**src/rtl/id_operand_stage_if.sv**
```systemverilog
// Handshake bundles around the operand-fetch / ID-EX stage.
//
//   id_dec_if : decoder -> stage. The decoder is the master; it presents a
//               decoded instruction with in_valid, and the stage answers
//               with in_ready.
//   id_ex_if  : stage -> EX. The stage is the master; it presents the
//               registered operation with out_valid, and EX answers with
//               out_ready.
interface id_dec_if #(
  parameter int DATA_W = 32,
  parameter int ADDR_W = 5,
  parameter int AOP_W  = 8,
  parameter int ASEL_W = 3
);
  logic              in_valid;
  logic              in_ready;
  logic [AOP_W-1:0]  dec_aluop;
  logic [ASEL_W-1:0] dec_alusel;
  logic              dec_reg1_read;
  logic              dec_reg2_read;
  logic [ADDR_W-1:0] dec_reg1_addr;
  logic [ADDR_W-1:0] dec_reg2_addr;
  logic [DATA_W-1:0] dec_imm;
  logic [ADDR_W-1:0] dec_wd;
  logic              dec_wreg;
  logic [1:0]        dec_cond;

  modport master (
    output in_valid, dec_aluop, dec_alusel, dec_reg1_read, dec_reg2_read,
           dec_reg1_addr, dec_reg2_addr, dec_imm, dec_wd, dec_wreg, dec_cond,
    input  in_ready
  );
  modport slave (
    input  in_valid, dec_aluop, dec_alusel, dec_reg1_read, dec_reg2_read,
           dec_reg1_addr, dec_reg2_addr, dec_imm, dec_wd, dec_wreg, dec_cond,
    output in_ready
  );
endinterface

interface id_ex_if #(
  parameter int DATA_W = 32,
  parameter int ADDR_W = 5,
  parameter int AOP_W  = 8,
  parameter int ASEL_W = 3
);
  logic              out_valid;
  logic              out_ready;
  logic [AOP_W-1:0]  ex_aluop;
  logic [ASEL_W-1:0] ex_alusel;
  logic [DATA_W-1:0] ex_reg1;
  logic [DATA_W-1:0] ex_reg2;
  logic [ADDR_W-1:0] ex_wd;
  logic              ex_wreg;

  modport master (
    output out_valid, ex_aluop, ex_alusel, ex_reg1, ex_reg2, ex_wd, ex_wreg,
    input  out_ready
  );
  modport slave (
    input  out_valid, ex_aluop, ex_alusel, ex_reg1, ex_reg2, ex_wd, ex_wreg,
    output out_ready
  );
endinterface

```
**src/rtl/id_operand_stage.sv**
```systemverilog
// Operand fetch and ID/EX pipeline register for the MIPS pipeline.
//
// Selects each operand from the immediate, r0, the youngest matching
// forwarding source or the register file. Stalls the decoder while a
// selected operand is still waiting on a load. Resolves MOVN/MOVZ write
// enables from the selected operand 2. Holds the result in a valid/ready
// output register that absorbs EX back-pressure and pipeline flushes.
//
// Ports:
//   clk, rst              clock (rising edge), async active-low reset
//   dec (id_dec_if.slave) decoded instruction + in_valid/in_ready
//   reg1_data_i/reg2_data_i  combinational register-file read data
//   fwd_wreg/fwd_wd/fwd_wdata/fwd_is_load  forwarding sources, index 0 youngest
//   flush                 synchronous flush of the ID/EX register
//   ex (id_ex_if.master)  registered operation + out_valid/out_ready
//   stall_cnt             saturating count of load-use stall cycles
module id_operand_stage #(
  parameter int DATA_W  = 32,
  parameter int ADDR_W  = 5,
  parameter int NUM_FWD = 2,
  parameter int AOP_W   = 8,
  parameter int ASEL_W  = 3
) (
  input  logic                      clk,
  input  logic                      rst,
  id_dec_if.slave                   dec,
  input  logic [DATA_W-1:0]         reg1_data_i,
  input  logic [DATA_W-1:0]         reg2_data_i,
  input  logic [NUM_FWD-1:0]        fwd_wreg,
  input  logic [NUM_FWD*ADDR_W-1:0] fwd_wd,
  input  logic [NUM_FWD*DATA_W-1:0] fwd_wdata,
  input  logic [NUM_FWD-1:0]        fwd_is_load,
  input  logic                      flush,
  id_ex_if.master                   ex,
  output logic [15:0]               stall_cnt
);

  typedef enum logic [1:0] {
    COND_ALWAYS = 2'b00,
    COND_NZ     = 2'b01,  // MOVN
    COND_Z      = 2'b10,  // MOVZ
    COND_NEVER  = 2'b11
  } wcond_e;

  typedef struct packed {
    logic [DATA_W-1:0] data;
    logic              from_load;  // winning source is a pending load
  } opnd_t;

  // Operand priority: immediate, then r0, then youngest forwarding match,
  // then register file. The loop walks from the oldest source down to
  // index 0 so the last hit, the youngest, overwrites any older one; an
  // older source therefore never hides a younger pending load.
  function automatic opnd_t select_opnd(
    input logic                      rd,
    input logic [ADDR_W-1:0]         addr,
    input logic [DATA_W-1:0]         rf_data,
    input logic [DATA_W-1:0]         imm,
    input logic [NUM_FWD-1:0]        f_wreg,
    input logic [NUM_FWD*ADDR_W-1:0] f_wd,
    input logic [NUM_FWD*DATA_W-1:0] f_wdata,
    input logic [NUM_FWD-1:0]        f_load
  );
    opnd_t o;
    o.data      = rf_data;
    o.from_load = 1'b0;
    if (!rd) begin
      o.data = imm;
    end else if (addr == '0) begin
      o.data = '0;
    end else begin
      for (int i = NUM_FWD - 1; i >= 0; i--) begin
        if (f_wreg[i] && (f_wd[i*ADDR_W +: ADDR_W] == addr)) begin
          o.data      = f_wdata[i*DATA_W +: DATA_W];
          o.from_load = f_load[i];
        end
      end
    end
    return o;
  endfunction

  opnd_t op1;
  opnd_t op2;
  logic  hazard;
  logic  accept;
  logic  wreg_res;

  // NOTE: every signal written here gets a value before any branch so no
  // path leaves it unassigned; otherwise synthesis infers a latch.
  always_comb begin
    op1 = select_opnd(dec.dec_reg1_read, dec.dec_reg1_addr, reg1_data_i,
                      dec.dec_imm, fwd_wreg, fwd_wd, fwd_wdata, fwd_is_load);
    op2 = select_opnd(dec.dec_reg2_read, dec.dec_reg2_addr, reg2_data_i,
                      dec.dec_imm, fwd_wreg, fwd_wd, fwd_wdata, fwd_is_load);

    // from_load is only ever set for an enabled, nonzero operand, and it
    // never depends on register-file data.
    hazard = dec.in_valid && (op1.from_load || op2.from_load);

    wreg_res = 1'b0;
    case (wcond_e'(dec.dec_cond))
      COND_ALWAYS: wreg_res = dec.dec_wreg;
      COND_NZ:     wreg_res = dec.dec_wreg && (op2.data != '0);
      COND_Z:      wreg_res = dec.dec_wreg && (op2.data == '0);
      default:     wreg_res = 1'b0;
    endcase
  end

  assign dec.in_ready = !hazard && !flush && (!ex.out_valid || ex.out_ready);
  assign accept       = dec.in_valid && dec.in_ready;

  // NOTE: state updates use non-blocking assignments so every register
  // samples pre-edge values regardless of statement order.
  // NOTE: the payload is reset as well as out_valid so EX sees a clean
  // NOP after reset; it is a handful of flops, not a memory.
  always_ff @(posedge clk or negedge rst) begin
    if (!rst) begin
      ex.out_valid <= 1'b0;
      ex.ex_aluop  <= '0;
      ex.ex_alusel <= '0;
      ex.ex_reg1   <= '0;
      ex.ex_reg2   <= '0;
      ex.ex_wd     <= '0;
      ex.ex_wreg   <= 1'b0;
      stall_cnt    <= '0;
    end else begin
      // Flush outranks everything, including a same-cycle EX handshake;
      // in_ready is already low during flush, so no accept can collide.
      if (flush) begin
        ex.out_valid <= 1'b0;
      end else if (accept) begin
        ex.out_valid <= 1'b1;
        ex.ex_aluop  <= dec.dec_aluop;
        ex.ex_alusel <= dec.dec_alusel;
        ex.ex_reg1   <= op1.data;
        ex.ex_reg2   <= op2.data;
        ex.ex_wd     <= dec.dec_wd;
        ex.ex_wreg   <= wreg_res;
      end else if (ex.out_valid && ex.out_ready) begin
        ex.out_valid <= 1'b0;
      end

      if (hazard && !flush && (stall_cnt != 16'hFFFF)) begin
        stall_cnt <= stall_cnt + 16'd1;
      end
    end
  end

endmodule
```
**src/flat_wrapper.sv**
```systemverilog
// flat-port wrapper written by rule: the top's interface ports become plain ports
module id_operand_stage_flat 
#(
  parameter int DATA_W  = 32,
  parameter int ADDR_W  = 5,
  parameter int NUM_FWD = 2,
  parameter int AOP_W   = 8,
  parameter int ASEL_W  = 3
)
  (clk, rst, reg1_data_i, reg2_data_i, fwd_wreg, fwd_wd, fwd_wdata, fwd_is_load, flush, stall_cnt, dec_in_valid, dec_dec_aluop, dec_dec_alusel, dec_dec_reg1_read, dec_dec_reg2_read, dec_dec_reg1_addr, dec_dec_reg2_addr, dec_dec_imm, dec_dec_wd, dec_dec_wreg, dec_dec_cond, dec_in_ready, ex_out_valid, ex_ex_aluop, ex_ex_alusel, ex_ex_reg1, ex_ex_reg2, ex_ex_wd, ex_ex_wreg, ex_out_ready);
  id_dec_if #(.DATA_W(DATA_W), .ADDR_W(ADDR_W), .AOP_W(AOP_W), .ASEL_W(ASEL_W)) dec_i ();
  id_ex_if #(.DATA_W(DATA_W), .ADDR_W(ADDR_W), .AOP_W(AOP_W), .ASEL_W(ASEL_W)) ex_i ();
  input  logic clk;
  input  logic rst;
  input  logic [DATA_W-1:0] reg1_data_i;
  input  logic [DATA_W-1:0] reg2_data_i;
  input  logic [NUM_FWD-1:0] fwd_wreg;
  input  logic [NUM_FWD*ADDR_W-1:0] fwd_wd;
  input  logic [NUM_FWD*DATA_W-1:0] fwd_wdata;
  input  logic [NUM_FWD-1:0] fwd_is_load;
  input  logic flush;
  output logic [15:0] stall_cnt;
  input wire logic [$bits(dec_i.in_valid)-1:0] dec_in_valid;
  input wire logic [$bits(dec_i.dec_aluop)-1:0] dec_dec_aluop;
  input wire logic [$bits(dec_i.dec_alusel)-1:0] dec_dec_alusel;
  input wire logic [$bits(dec_i.dec_reg1_read)-1:0] dec_dec_reg1_read;
  input wire logic [$bits(dec_i.dec_reg2_read)-1:0] dec_dec_reg2_read;
  input wire logic [$bits(dec_i.dec_reg1_addr)-1:0] dec_dec_reg1_addr;
  input wire logic [$bits(dec_i.dec_reg2_addr)-1:0] dec_dec_reg2_addr;
  input wire logic [$bits(dec_i.dec_imm)-1:0] dec_dec_imm;
  input wire logic [$bits(dec_i.dec_wd)-1:0] dec_dec_wd;
  input wire logic [$bits(dec_i.dec_wreg)-1:0] dec_dec_wreg;
  input wire logic [$bits(dec_i.dec_cond)-1:0] dec_dec_cond;
  output wire logic [$bits(dec_i.in_ready)-1:0] dec_in_ready;
  output wire logic [$bits(ex_i.out_valid)-1:0] ex_out_valid;
  output wire logic [$bits(ex_i.ex_aluop)-1:0] ex_ex_aluop;
  output wire logic [$bits(ex_i.ex_alusel)-1:0] ex_ex_alusel;
  output wire logic [$bits(ex_i.ex_reg1)-1:0] ex_ex_reg1;
  output wire logic [$bits(ex_i.ex_reg2)-1:0] ex_ex_reg2;
  output wire logic [$bits(ex_i.ex_wd)-1:0] ex_ex_wd;
  output wire logic [$bits(ex_i.ex_wreg)-1:0] ex_ex_wreg;
  input wire logic [$bits(ex_i.out_ready)-1:0] ex_out_ready;
  assign dec_i.in_valid = dec_in_valid;
  assign dec_i.dec_aluop = dec_dec_aluop;
  assign dec_i.dec_alusel = dec_dec_alusel;
  assign dec_i.dec_reg1_read = dec_dec_reg1_read;
  assign dec_i.dec_reg2_read = dec_dec_reg2_read;
  assign dec_i.dec_reg1_addr = dec_dec_reg1_addr;
  assign dec_i.dec_reg2_addr = dec_dec_reg2_addr;
  assign dec_i.dec_imm = dec_dec_imm;
  assign dec_i.dec_wd = dec_dec_wd;
  assign dec_i.dec_wreg = dec_dec_wreg;
  assign dec_i.dec_cond = dec_dec_cond;
  assign dec_in_ready = dec_i.in_ready;
  assign ex_out_valid = ex_i.out_valid;
  assign ex_ex_aluop = ex_i.ex_aluop;
  assign ex_ex_alusel = ex_i.ex_alusel;
  assign ex_ex_reg1 = ex_i.ex_reg1;
  assign ex_ex_reg2 = ex_i.ex_reg2;
  assign ex_ex_wd = ex_i.ex_wd;
  assign ex_ex_wreg = ex_i.ex_wreg;
  assign ex_i.out_ready = ex_out_ready;
  id_operand_stage #(.DATA_W(DATA_W), .ADDR_W(ADDR_W), .NUM_FWD(NUM_FWD), .AOP_W(AOP_W), .ASEL_W(ASEL_W)) u_core (.clk(clk), .rst(rst), .dec(dec_i), .reg1_data_i(reg1_data_i), .reg2_data_i(reg2_data_i), .fwd_wreg(fwd_wreg), .fwd_wd(fwd_wd), .fwd_wdata(fwd_wdata), .fwd_is_load(fwd_is_load), .flush(flush), .ex(ex_i), .stall_cnt(stall_cnt));
endmodule
```
**config.mk**
```make
export PLATFORM = sky130hd
export DESIGN_NAME = id_operand_stage_flat
export DESIGN_NICKNAME = d
export VERILOG_FILES = /design/src/rtl/id_operand_stage_if.sv /design/src/rtl/id_operand_stage.sv /design/src/flat_wrapper.sv
export SDC_FILE = /design/constraint.sdc
export NUM_CORES = 1
export LEC_CHECK = 0
export ABC_CLOCK_PERIOD_IN_PS = 3500
export BUFFER_PORTS_ARGS = -buffer_cell sky130_fd_sc_hd__buf_4
export CAP_MARGIN = 20
export CELL_PAD_IN_SITES_DETAIL_PLACEMENT = 0
export CELL_PAD_IN_SITES_GLOBAL_PLACEMENT = 2
export CORE_MARGIN = 4
export CORE_UTILIZATION = 27
export DETAILED_ROUTE_END_ITERATION = 8
export GPL_ROUTABILITY_DRIVEN = 0
export PLACE_DENSITY = 0.95
export SETUP_SLACK_MARGIN = 0.1
export SYNTH_ARGS = -nofsm -noshare
export SYNTH_HDL_FRONTEND = slang
export SYNTH_SLANG_ARGS = --single-unit
```
**constraint.sdc**
```tcl
create_clock -name clk -period 3.5 [get_ports clk]
set_clock_uncertainty 0.15 [all_clocks]
set_input_delay 0.525 -clock clk [delete_from_list [all_inputs] [get_ports clk]]
set_output_delay 0.525 -clock clk [all_outputs]
set_load 0.005 [all_outputs]
```
Word-level counts from Yosys, hierarchy flattened. Index checks and enable logic that the tools add are counted.

Register bits: 98. Bits of input ports: 210. Output and inout port bits: 99.

Add/sub/neg operators: 1. Equal/unequal tests: 7. Mux-type cells: 16. Bitwise logic cells: 1. Reduce and logical (&&, ||, !) cells: 25.

Operators by type and width (count): $mux 33 (4); $mux 32 (4); $logic_not 32->1 (1); $reduce_bool 32->1 (1); $eq 5x5->1 (4); $add 16x1->16 const B (1); $ne 16x16->1 const B (1); $logic_and 1x1->1 (13); $logic_not 5->1 (2); $mux 1 (7); $logic_not 1->1 (3); $pmux 1 s3 (1); $reduce_bool 3->1 (1); $eq 2x1->1 const B (1); $eq 2x2->1 const B (1); $logic_not 2->1 (1); $logic_or 1x1->1 (2); $reduce_and 2->1 (1); $not 1->1 (1).

Depth between registers and ports, before layout. Gate-level depths: netlist (run 1).

Depth after elaboration: 14. Mapped depth: 11.

Least setup slack after synthesis (run 1). OpenSTA, ideal clock, no wires.

Path kind: input port to flip-flop. From: input fwd_wd[2]. To: register u_core.ex.ex_aluop[5]. Arrival: 2.426 ns. Data required time: 3.222 ns. Slack: 0.797 ns. Stages: 9. Cells stage by stage: xor2_1 nor4_1 nand3_1 mux2i_1 a22o_2 nor4b_1 buf_2 buf_2 mux2_1.

Cells in the longest elaborated chain, start to end: 12. Elaborated cells between the ends (all ways): 17.

Ends and longest elaborated chain: from (decl) (line flat_wrapper.sv:18) `input logic [NUM_FWD*ADDR_W-1:0] fwd_wd;`; $eq 5x5->1 (line id_operand_stage.sv:73) `if (f_wreg[i] && (f_wd[i*ADDR_W +: ADDR_W] == addr)) begin`; $logic_and 1x1->1 (line id_operand_stage.sv:73); $mux 33 (line id_operand_stage.sv:73); $mux 1 (line id_operand_stage.sv:69) `end else if (addr == '0) begin`; $mux 1 (line id_operand_stage.sv:67) `if (!rd) begin`; $logic_or 1x1->1 * (line id_operand_stage.sv:98) `hazard = dec.in_valid && (op1.from_load || op2.from_load);`; $logic_and 1x1->1 * (line id_operand_stage.sv:98); $logic_not 1->1 * (line id_operand_stage.sv:109) `assign dec.in_ready = !hazard && !flush && (!ex.out_valid || ex.out_ready);`; $logic_and 1x1->1 * (2 in a row) (line id_operand_stage.sv:109); $logic_and 1x1->1 * (line id_operand_stage.sv:110) `assign accept = dec.in_valid && dec.in_ready;`; $reduce_and 2->1 (no line) *; to (signal assigned) (line id_operand_stage.sv:133) `ex.ex_aluop <= dec.dec_aluop;`; to (decl) (line id_operand_stage_if.sv:56) `output out_valid, ex_aluop, ex_alusel, ex_reg1, ex_reg2, ex_wd, ex_wreg,`.

Every way passes the cells marked *; elsewhere a longest branch is shown, timed or not. A chain may end at the register's enable or synchronous reset.

Final worst setup path (run 1).
From: input fwd_wd[7]. To: output dec_in_ready.

Cells in the longest elaborated chain, start to end: 11. Elaborated cells between the ends (all ways): 17.

Ends and longest elaborated chain: $eq 5x5->1 (line id_operand_stage.sv:73); $logic_and 1x1->1 (line id_operand_stage.sv:73); $mux 33 (2 in a row) (line id_operand_stage.sv:73); $mux 1 (line id_operand_stage.sv:69); $mux 1 (line id_operand_stage.sv:67); $logic_or 1x1->1 * (line id_operand_stage.sv:98); $logic_and 1x1->1 * (line id_operand_stage.sv:98); $logic_not 1->1 * (line id_operand_stage.sv:109); $logic_and 1x1->1 * (2 in a row) (line id_operand_stage.sv:109); to (decl) (line flat_wrapper.sv:34) `output wire logic [$bits(dec_i.in_ready)-1:0] dec_in_ready;`.

Marked as above.

==> summary.md, run 1 <==
| Metric | Value |
|---|---|
| Mean routed wirelength per cell | 22.2 um |
| Clock root cell | clkbuf_16 |
| Fin Setup TNS | 0 ps |
| Fraction of registers with async set/reset | 100% |
| Outcome | complete, no violations |
| Critical path cell sequence | buf_4 -> xor2_1 -> nor4_1 -> nand4_1 -> mux2i_1 -> a22o_2 -> nand2_1 -> and3b_1 -> buf_4 |
| Data arrival at the endpoint of the critical path | 2180 ps |
| Ratio of routed vias to standard cells | 5.27 |
| Die outline area | 0.0257 mm2 |
| Area occupied by registers | 0.00245 mm2 |
| Top cell family by delay on the critical path | simple AND/OR/NAND/NOR gates |
| Fill cells | 2351 |
| Floorplan row count | 55 |
| Area Growth Syn to Fin | 48.3% |
| Multi-input gate area | 0.00354 mm2 |
| H-Tree Depth | 3 |
| Critical path capture point type | output pin |
| Flip-flop and latch count after synthesis | 98 |
| Remaining routing DRC violations | 0 |
| Share of final-layout standard cells stronger than drive strength 1 | 36.7% |
| Synthesized area per cell | 8.47 um2 |
| Yosys Warn Count | 0 |
| Clock latency at the later pin of the worst-skew pair | 350 ps |
| Number of max-cap violations | 0 |
| Final critical delay including setup and external delays | 2850 ps |
| Power per standard cell area | 383 mW/mm2 |
| Nature of the critical path startpoint | input port |
| Buffers inserted by post-CTS timing repair | 0 |
| Worst-case reg-to-reg path depth | 7 |
| Largest net degree at the start of global routing | 65 |
| Cells after DPL | 1301 |
| Post-detailed-route count of antenna-violating nets | 0 |
| Final setup violation count | 0 |
| Worst-path clk slew | 70 ps |
| Critical Path Fanout Max | 5 |
| Starting density of the core | 27.6% |
| Die Y-Extent | 160 um |
| Post-synth top flop | dfrtp_1 |
| CTS-repair resized insts | 0 |
| Most prevalent standard cell on the critical path | buf_4 |
| Worst reg2reg path endpoint | u_core.stall_cnt[9] |
| Slowest stage cell on the critical path | nor4_1 |
| Routed vias | 6944 |
| Reported leakage power | 0.00402 uW |
| Sequential cell area fraction in the yosys report | 39.2% |
| Achievable Freq | 0.350 GHz |
| Worst min path class | input port to async pin |
| Core footprint | 0.0227 mm2 |
| Final Hold Viols | 0 |
| Final antenna diode count | 0 |
| Initial antenna violation count | 0 |
| Total standard cell area after synthesis | 0.00626 mm2 |
| Largest voltage drop on the vdd net | 0.000177 V |
| Number of slew-limit violations in the final report | 0 |
| Total routing usage reported by global routing | 22.2% |
| First-iteration detailed-routing DRC count | 540 |
| Global-route wire length before repair | 44.2 mm |
| Post-Synthesis Net Count | 953 |
| Normalized max-slew margin | 46.6% |
| Setup CP Type | input port to output pin |
| Final non-filler cell total | 1317 |
| Horizontal extent of the die | 160 um |
| Ratio of final minimum period to clock period | 81.5% |
| Critical path's largest stage delay | 400 ps |
| RSZ-0062 raised after global routing | no |
| Buffers & Inverters on Critical Path | 2 |
| Total routed wirelength | 29.3 mm |
| Crit Reg-Reg Startpoint | u_core.stall_cnt[0] |
| Required time of the critical path | 2820 ps |
| Top-Level Pins | 309 |
| 1st-pass router iterations | 6 |
| Transition time at the pin with the least slew margin | 798 ps |
| Final Net Count | 1241 |
| Number of enable flip-flop cells after synthesis | 0 |
| Buffers on Ports | 308 |
| Count of cell types in the netlist | 49 |
| Total global routing overflow | 0 |
| TritonCTS clock tree | yes |
| Hpwl dp | 22.9 mm |
| Total clock buffers created by CTS | 9 |
| Via count of the first global-routing pass | 7145 |
| Clock sinks | 98 |
| Bufs on Longest Clock Path | 2 |
| Register-to-Register Setup Slack | 1010 ps |
| Hold buffer count at cts | 0 |
| Gate count of the mapped netlist | 739 |
[cells in the final DEF (no fill, tap or decap), types with 3 or more instances in the layout]
cell | netlist | routed
nand4_1 | 6 | 6
xnor2_1 | 16 | 16
clkbuf_16 | 0 | 9
a31oi_1 | 23 | 23
xor2_1 | 18 | 18
a21oi_1 | 119 | 118
nor2_1 | 109 | 108
nand2_1 | 23 | 23
nor3_2 | 3 | 3
buf_4 | 0 | 334
mux2_1 | 4 | 4
o31ai_1 | 18 | 18
inv_1 | 10 | 10
nor4_1 | 19 | 19
inv_8 | 0 | 3
o21ai_0 | 34 | 34
dfrtp_1 | 98 | 98
mux2i_1 | 45 | 45
buf_12 | 0 | 4
ha_1 | 4 | 4
a22oi_1 | 8 | 8
nor3_1 | 7 | 7
a211oi_1 | 35 | 35
or4_1 | 3 | 3
mux2_2 | 14 | 14
nand3_1 | 33 | 32
[flip-flops by register name, summed over array words and instances, names as in the netlist]
register and count:
u_core.stall_cnt 16, u_core.ex.out_valid 1, u_core.ex.ex_wd 5, u_core.ex.ex_aluop 8
u_core.ex.ex_wreg 1, u_core.ex.ex_reg1 32, u_core.ex.ex_alusel 3, u_core.ex.ex_reg2 32
[synthesized netlist by cell type, drive strengths merged (2+ instances only)]
master,instances,area [um2]
a211oi,35,263
and3b,2,17.5
a211o,2,17.5
a21oi,119,596
nand3,33,165
xnor2,16,140
and4,2,17.5
clkbuf,37,139
mux2i,45,450
o21ai,35,175
and3,2,12.5
mux2,18,203
nand4,6,37.5
nor3,10,65.1
o211ai,2,15.0
a22oi,8,60.1
xor2,18,158
nand2,23,86.3
o31ai,18,135
a31oi,23,144
nor4,20,131
o21a,2,15.0
buf,24,125
dfrtp,98,2450
inv,10,37.5
or4,3,22.5
ha,4,50.1
nor2,109,409
[final cells by class]
cell class | count | area share (%)
sequential | 98 | 26.4
clock inverter | 7 | 0.823
multi-input combinational | 569 | 38.1
tap | 285 | 3.84
inverter | 11 | 0.445
clock buffer | 9 | 2.43
timing repair buffer | 338 | 27.9
[report_power, final]
group	switching [uW]	internal [uW]
clock network	531	514
registers	115	1310
logic	512	574
total	1160	2400
[metal layers]
layer	global-route usage, %	vias to the layer above	part of all wire, %
met5	0	-	0
met4	5.51	0	2.2
met3	4.95	38	7.9
met2	36.4	318	47
met1	29.7	3292	43
li1	-	3296	-
[kinds of logic (layout without fill, tap and decap cells)]
logic type	Yosys count	after routing	synth area share, %
adders and majority gates	4	4	0.800
and+or+nand+nor	219	219	16.6
xor gates and xnor gates	34	34	4.76
buffers and inverters	72	365	4.88
DFF	98	98	39.2
muxes	63	63	10.4
AOI/OAI and AO/OA	249	249	23.4
[worst reg2reg max path, stage by stage, from the launching register on]
cell	delay, ps
dfrtp_1	430
ha_1	240
nand3_1	270
nor3_1	110
or4b_1	500
buf_4	210
nor4_1	350
xnor2_1	160
[stage by stage]
stage	setup slack (ps)	util, %	power (uW)	hold WS [ps]	cell area, um2
detailed placement	357	39.5	2540	331	8970
global route	514	40.8	3760	73.3	9280
finish	646	40.8	3560	31.7	9280
floorplan	797	-	1820	79.4	6260
global placement	411	39.5	2530	321	8970
CTS	669	40.8	3600	39.5	9280
[worst max-delay path by stage]
stage	end	slack, ps	cells past startpoint	start
2_1_floorplan	u_core.ex.ex_aluop[5]	800	9	fwd_wd[2]
3_3_place_gp	u_core.stall_cnt[13]	410	8	dec_dec_reg2_addr[0]
3_5_place_dp	u_core.stall_cnt[9]	360	10	fwd_wd[7]
4_1_cts	dec_in_ready	670	9	fwd_wd[7]
5_1_grt	u_core.ex.ex_reg1[10]	510	11	fwd_wd[2]
6_report	dec_in_ready	650	9	fwd_wd[7]
Note: power is estimated with default switching activity, not from simulation.
==> run 2, diff against run 1 <==
ABC_CLOCK_PERIOD_IN_PS = 2330   (was 3500)
CORE_UTILIZATION = 23   (was 27)
PLACE_DENSITY = 0.88   (was 0.95)
clock period = 2.33 ns   (was 3.5 ns; I/O delays follow)
==> summary.md, run 2 (same netlist as run 1, synthesis figures left out) <==
| Metric | Value |
|---|---|
| Final antenna diode count | 0 (unchanged) |
| Ratio of final minimum period to clock period | 110% |
| Internal Pwr Total | 4170 uW (was 2400 uW) |
| Clock sinks | 98 (unchanged) |
| Required time of the critical path | 1830 ps (was 2820 ps) |
| Net Sw Frac | 30.6% (was 32.6%) |
| Violations in the final reports | negative setup slack |
| Most common library cell in the layout ignoring fill and taps | buf_4 (unchanged) |
| Switching pwr | 1840 uW (was 1160 uW) |
| RSZ-0062 raised after global routing | yes (was no) |
| First-iteration detailed-routing DRC count | 442 (was 540) |
| Achievable Freq | 0.391 GHz |
| Register-to-Register Setup Slack | -60 ps (was 1010 ps) |
| Transition time at the pin with the least slew margin | 725 ps (was 798 ps) |
| Total routing usage reported by global routing | 21.4% (was 22.2%) |
| Fin Setup TNS | -10830 ps (was 0 ps) |
| Horizontal extent of the die | 173 um (was 160 um) |
| H-Tree Depth | 3 (unchanged) |
| Critical Path Fanout Max | 2 (was 5) |
| Relative contribution of sequential cells to total power | 36.1% (was 40.1%) |
| Final Hold Viols | 0 (unchanged) |
| Worst-path clk slew | 60 ps (was 70 ps) |
| Leading cell types in the layout, fill and taps excluded | buf_4 (413), dfrtp_1 (98), nor2_1 (81), a21oi_2 (60), a21oi_1 (58) (was buf_4 (334), a21oi_1 (118), nor2_1 (108), dfrtp_1 (98), mux2i_1 (45)) |
| Final non-filler cell total | 1507 (was 1317) |
| Nature of the critical path startpoint | input port (unchanged) |
| Regs by FF count | u_core.ex.ex_reg1 (32), u_core.ex.ex_reg2 (32), u_core.stall_cnt (16) (unchanged) |
| Global-route wire length before repair | 49.2 mm (was 44.2 mm) |
| Largest voltage drop on the vdd net | 0.000399 V (was 0.000177 V) |
| Total routed wirelength | 33.5 mm (was 29.3 mm) |
| Number of slew-limit violations in the final report | 0 (unchanged) |
| Die Y-Extent | 173 um (was 160 um) |
| Hpwl dp | 25.6 mm (was 22.9 mm) |
| Critical path capture point type | output pin (unchanged) |
| Core footprint | 0.0269 mm2 (was 0.0227 mm2) |
| Total clock buffers created by CTS | 9 (unchanged) |
| Starting density of the core | 23.3% (was 27.6%) |
| Worst-case reg-to-reg path depth | 7 (unchanged) |
| Bufs on Longest Clock Path | 2 (unchanged) |
| Clock share of power | 27.4% (was 29.4%) |
| Setup CP Type | input port to output pin (unchanged) |
| Clock root cell | clkbuf_16 (unchanged) |
| Final critical delay including setup and external delays | 2560 ps |
| TritonCTS clock tree | yes (unchanged) |
| Minimum setup slack after placement | -611 ps (was 357 ps) |
| Post-detailed-route count of antenna-violating nets | 0 (unchanged) |
| Power per standard cell area | 515 mW/mm2 (was 383 mW/mm2) |
| Cells after DPL | 1455 (was 1301) |
| Remaining routing DRC violations | 0 (unchanged) |
| 1st-pass router iterations | 5 (was 6) |
| Worst min path class | input port to flip-flop (was input port to async pin) |
| Ratio of routed vias to standard cells | 5.04 (was 5.27) |
| Data arrival at the endpoint of the critical path | 2060 ps (was 2180 ps) |
| Logic gate share of total power | 36.5% (was 30.5%) |
| Routed vias | 7600 (was 6944) |
| Number of max-cap violations | 0 (unchanged) |
| Die outline area | 0.0299 mm2 (was 0.0257 mm2) |
| Worst-case hold path end point | u_core.ex.ex_aluop[6] |
| Top-Level Pins | 309 (unchanged) |
| Floorplan row count | 60 (was 55) |
| Worst reg2reg path endpoint | u_core.stall_cnt[1] (was u_core.stall_cnt[9]) |
| Normalized max-slew margin | 51.5% (was 46.6%) |
| Largest net degree at the start of global routing | 65 (unchanged) |
| Final setup violation count | 96 (was 0) |
| Mean routed wirelength per cell | 22.2 um (about the same) |
| Area Growth Syn to Fin | 86.7% (was 48.3%) |
| Hold-critical path depth | 2 |
| Via count of the first global-routing pass | 8010 (was 7145) |
| Initial antenna violation count | 3 (was 0) |
| Reported leakage power | 0.00518 uW (was 0.00402 uW) |
| Crit Reg-Reg Startpoint | u_core.stall_cnt[8] (was u_core.stall_cnt[0]) |
| Clock latency at the later pin of the worst-skew pair | 350 ps (about the same) |
| Buffers on Ports | 308 (unchanged) |
| Outcome | complete, but fails checks (was complete, no violations) |
| Share of final-layout standard cells stronger than drive strength 1 | 53.4% (was 36.7%) |
| Final critical-path setup slack | -229 ps (was 646 ps) |
| Worst Min Path Start | dec_dec_aluop[6] |
| Final Net Count | 1377 (was 1241) |
| Total global routing overflow | 0 (unchanged) |
## run 2: how the worst max path moves through the flow
stage	to	start	cells past startpoint
finish	dec_in_ready	fwd_wd[2]	11
global route	dec_in_ready	fwd_wd[6]	11
CTS	dec_in_ready	dec_dec_reg1_addr[1]	11
detailed placement	u_core.ex.ex_reg2[10]	fwd_wd[2]	12
global placement	u_core.ex.ex_wreg	fwd_wd[2]	11
floorplan	u_core.stall_cnt[1]	fwd_wd[6]	9
## run 2: per-layer routing
layer	vias to the layer above	GRT usage [%]	wire length [um]	share of wire (%)
met5	-	0	47	0.14
met2	327	36.3	16100	48
met4	6	5.92	932	2.8
li1	3559	-	-	-
met1	3647	26.1	13600	41
met3	61	6.82	2850	8.5
## run 2: power by group through the flow
stage               registers [uW]  clock network, uW  logic, uW
floorplan                     2170                  0        720
global placement              2180                  0       1930
detailed placement            2190                  0       1950
CTS                           2180               1670       2190
global route                  2210               1740       2370
finish                        2170               1650       2200
## run 2: repair_timing
item,CTS,global route
hold buffers,1,0
gates cloned,14,2
endpoints found under the hold margin,35,0
pin swaps,8,26
buffers inserted,21,3
resized for setup,99,37
setup endpoints to repair,97,99
## run 2: per-stage QoR
step	area [um2]	hold WS, ps	utilization [%]	total power, uW
after floorplan	6640	-96.1	-	2890
final	11700	70.4	43.5	6020
after global placement	10200	203	37.8	4100
after global routing	11700	67.1	43.5	6320
after detailed placement	10200	203	37.8	4130
after CTS	11500	60.7	42.6	6040
## run 2: critical path: stages
cell     delay, ps
buf_4          130
xor2_1         160
nor4_2         300
nand3_2        120
mux2i_1        140
a22o_2         280
buf_6          140
buf_6          110
nand2_4         50
and3b_1        170
buf_4          110
## run 2: final cells by class
type | count | area [um2]
clock buffers | 11 | 243
fillers | 2651 | 15200
multi-input cells | 569 | 4190
repair buffers | 474 | 4260
clock inverters | 3 | 65.1
inverters | 11 | 41.3
well taps | 341 | 427
flip-flops and latches | 98 | 2450
==> run 3, diff against run 2 <==
SKIP_LAST_GASP = 1   (was default)
==> summary.md, run 3 (same netlist as run 1, synthesis figures left out) <==
| Metric | Value |
|---|---|
| Outcome | complete, but fails checks (unchanged) |
| Violations in the final reports | negative setup slack (unchanged) |
| TritonCTS clock tree | yes (unchanged) |
| Critical path capture point type | output pin (unchanged) |
| Cell area after placement | 0.0102 mm2 (unchanged) |
| Total global routing overflow | 0 (unchanged) |
| Floorplan row count | 60 (unchanged) |
| Ratio of final minimum period to clock period | 110% (about the same) |
| Worst-case reg-to-reg path depth | 7 (unchanged) |
| Die Y-Extent | 173 um (unchanged) |
| Remaining routing DRC violations | 0 (unchanged) |
| Horizontal extent of the die | 173 um (unchanged) |
| Final setup violation count | 96 (unchanged) |
| Core footprint | 0.0269 mm2 (unchanged) |
| RSZ-0062 raised after global routing | yes (unchanged) |
| Number of slew-limit violations in the final report | 0 (unchanged) |
| Worst-case hold path end point | u_core.ex.ex_aluop[6] (unchanged) |
| Most common library cell in the layout ignoring fill and taps | buf_4 (unchanged) |
| H-Tree Depth | 3 (unchanged) |
| Final critical-path setup slack | -222 ps (was -229 ps) |
| Number of max-cap violations | 0 (unchanged) |
| Critical Path Fanout Max | 2 (unchanged) |
| Final antenna diode count | 0 (unchanged) |
| Clock latency at the later pin of the worst-skew pair | 350 ps (about the same) |
| Final non-filler cell total | 1506 (was 1507) |
| Transition time at the pin with the least slew margin | 733 ps (was 725 ps) |
| Post-detailed-route count of antenna-violating nets | 0 (unchanged) |
| Normalized max-slew margin | 51.0% (was 51.5%) |
| First-iteration detailed-routing DRC count | 353 (was 442) |
| Cells after DPL | 1455 (unchanged) |
| Initial antenna violation count | 3 (unchanged) |
| Total routed wirelength | 33.5 mm (about the same) |
| Achievable Freq | 0.392 GHz (was 0.391 GHz) |
| Final Net Count | 1376 (was 1377) |
| Mean routed wirelength per cell | 22.2 um (about the same) |
| Worst min path class | input port to flip-flop (unchanged) |
| Via count of the first global-routing pass | 8002 (was 8010) |
| Routed vias | 7619 (was 7600) |
| Worst Min Path Start | dec_dec_aluop[6] (unchanged) |
| Starting density of the core | 23.3% (unchanged) |
| Worst reg2reg path endpoint | u_core.stall_cnt[1] (unchanged) |
| Leading cell types in the layout, fill and taps excluded | buf_4 (414), dfrtp_1 (98), nor2_1 (84), a21oi_2 (60), a21oi_1 (58) (was buf_4 (413), dfrtp_1 (98), nor2_1 (81), a21oi_2 (60), a21oi_1 (58)) |
| Reported leakage power | 0.00517 uW (was 0.00518 uW) |
| Nature of the critical path startpoint | input port (unchanged) |
| Worst-path clk slew | 60 ps (about the same) |
| Bufs on Longest Clock Path | 2 (unchanged) |
| Register-to-Register Setup Slack | -50 ps (was -60 ps) |
| Ratio of routed vias to standard cells | 5.06 (was 5.04) |
| Clock sinks | 98 (unchanged) |
| Total routing usage reported by global routing | 21.4% (about the same) |
| Buffers on Ports | 308 (unchanged) |
| Crit Reg-Reg Startpoint | u_core.stall_cnt[8] (unchanged) |
| Required time of the critical path | 1830 ps (about the same) |
| 1st-pass router iterations | 5 (unchanged) |
| Regs by FF count | u_core.ex.ex_reg1 (32), u_core.ex.ex_reg2 (32), u_core.stall_cnt (16) (unchanged) |
| Largest net degree at the start of global routing | 65 (unchanged) |
| Fin Setup TNS | -10580 ps (was -10830 ps) |
| Die outline area | 0.0299 mm2 (unchanged) |
| Setup CP Type | input port to output pin (unchanged) |
| Global-route wire length before repair | 49.2 mm (unchanged) |
| Area Growth Syn to Fin | 85.9% (was 86.7%) |
| Hold Worst Slack | 71.2 ps (was 70.4 ps) |
| Power per standard cell area | 516 mW/mm2 (was 515 mW/mm2) |
| Share of final-layout standard cells stronger than drive strength 1 | 53.0% (was 53.4%) |
| Area of all placed cells without fillers | 0.0116 mm2 (was 0.0117 mm2) |
| Largest voltage drop on the vdd net | 0.000400 V (was 0.000399 V) |
| Hold-critical path depth | 2 (unchanged) |
| Top-Level Pins | 309 (unchanged) |
| Total clock buffers created by CTS | 9 (unchanged) |
| Final critical delay including setup and external delays | 2550 ps (was 2560 ps) |
| Hpwl dp | 25.6 mm (unchanged) |
| Clock root cell | clkbuf_16 (unchanged) |
| Final Hold Viols | 0 (unchanged) |
| Data arrival at the endpoint of the critical path | 2050 ps (was 2060 ps) |
-- run 3: metrics by stage --
step | worst slack (ps) | util (%) | power, uW
3_5_place_dp | -611 | 37.8 | 4130
5_1_grt | -331 | 43.3 | 6300
4_1_cts | -206 | 42.6 | 6040
3_3_place_gp | -574 | 37.8 | 4100
6_report | -222 | 43.3 | 6000
2_1_floorplan | -127 | - | 2890
-- run 3: cell type report --
type                            count  area, um2
Clock buffer                       11        243
Clock inverter                      3       65.1
Fill cell                        2659      15200
Inverter                           11       41.3
Multi-Input combinational cell    569       4160
Sequential cell                    98       2450
Tap cell                          341        427
Timing Repair Buffer              473       4240
-- run 3: metal layers --
metal | vias up | wire, um | global-route usage [%]
met5 | - | 35 | 0
met3 | 57 | 2750 | 6.73
met1 | 3660 | 13800 | 26.2
li1 | 3558 | - | -
met4 | 6 | 916 | 5.99
met2 | 338 | 16000 | 36.3
-- run 3: worst max path at each step --
stage          slack (ps)                 start                     to
2_1_floorplan        -130             fwd_wd[6]    u_core.stall_cnt[1]
3_3_place_gp         -570             fwd_wd[2]      u_core.ex.ex_wreg
3_5_place_dp         -610             fwd_wd[2]  u_core.ex.ex_reg2[10]
4_1_cts              -210  dec_dec_reg1_addr[1]           dec_in_ready
5_1_grt              -330  dec_dec_reg2_addr[1]      u_core.ex.ex_wreg
6_report             -220             fwd_wd[2]           dec_in_ready
-- run 3: critical path, stage by stage --
cell and delay [ps]:
buf_4 120, xor2_1 160, nor4_2 300, nand3_2 120, mux2i_1 140, a22o_2 270
buf_6 140, buf_6 110, nand2_4 50, and3b_1 170, buf_4 110
-- run 3: power breakdown --
part / internal (uW) / leakage, uW / switching [uW] / total (uW)
clock network: 960 / 0.000151 / 684 / 1640
logic: 1240 / 0.00388 / 948 / 2180
registers: 1970 / 0.00113 / 199 / 2170
total: 4170 / 0.00517 / 1830 / 6000
-- run 3: timing repair --
action | in CTS | in global routing
setup endpoints to repair | 97 | 99
cloned | 14 | 2
hold buffers | 1 | 0
endpoints found under the hold margin | 35 | 0
pin swaps | 8 | 25
buffers inserted | 21 | 2
resized for setup | 91 | 35
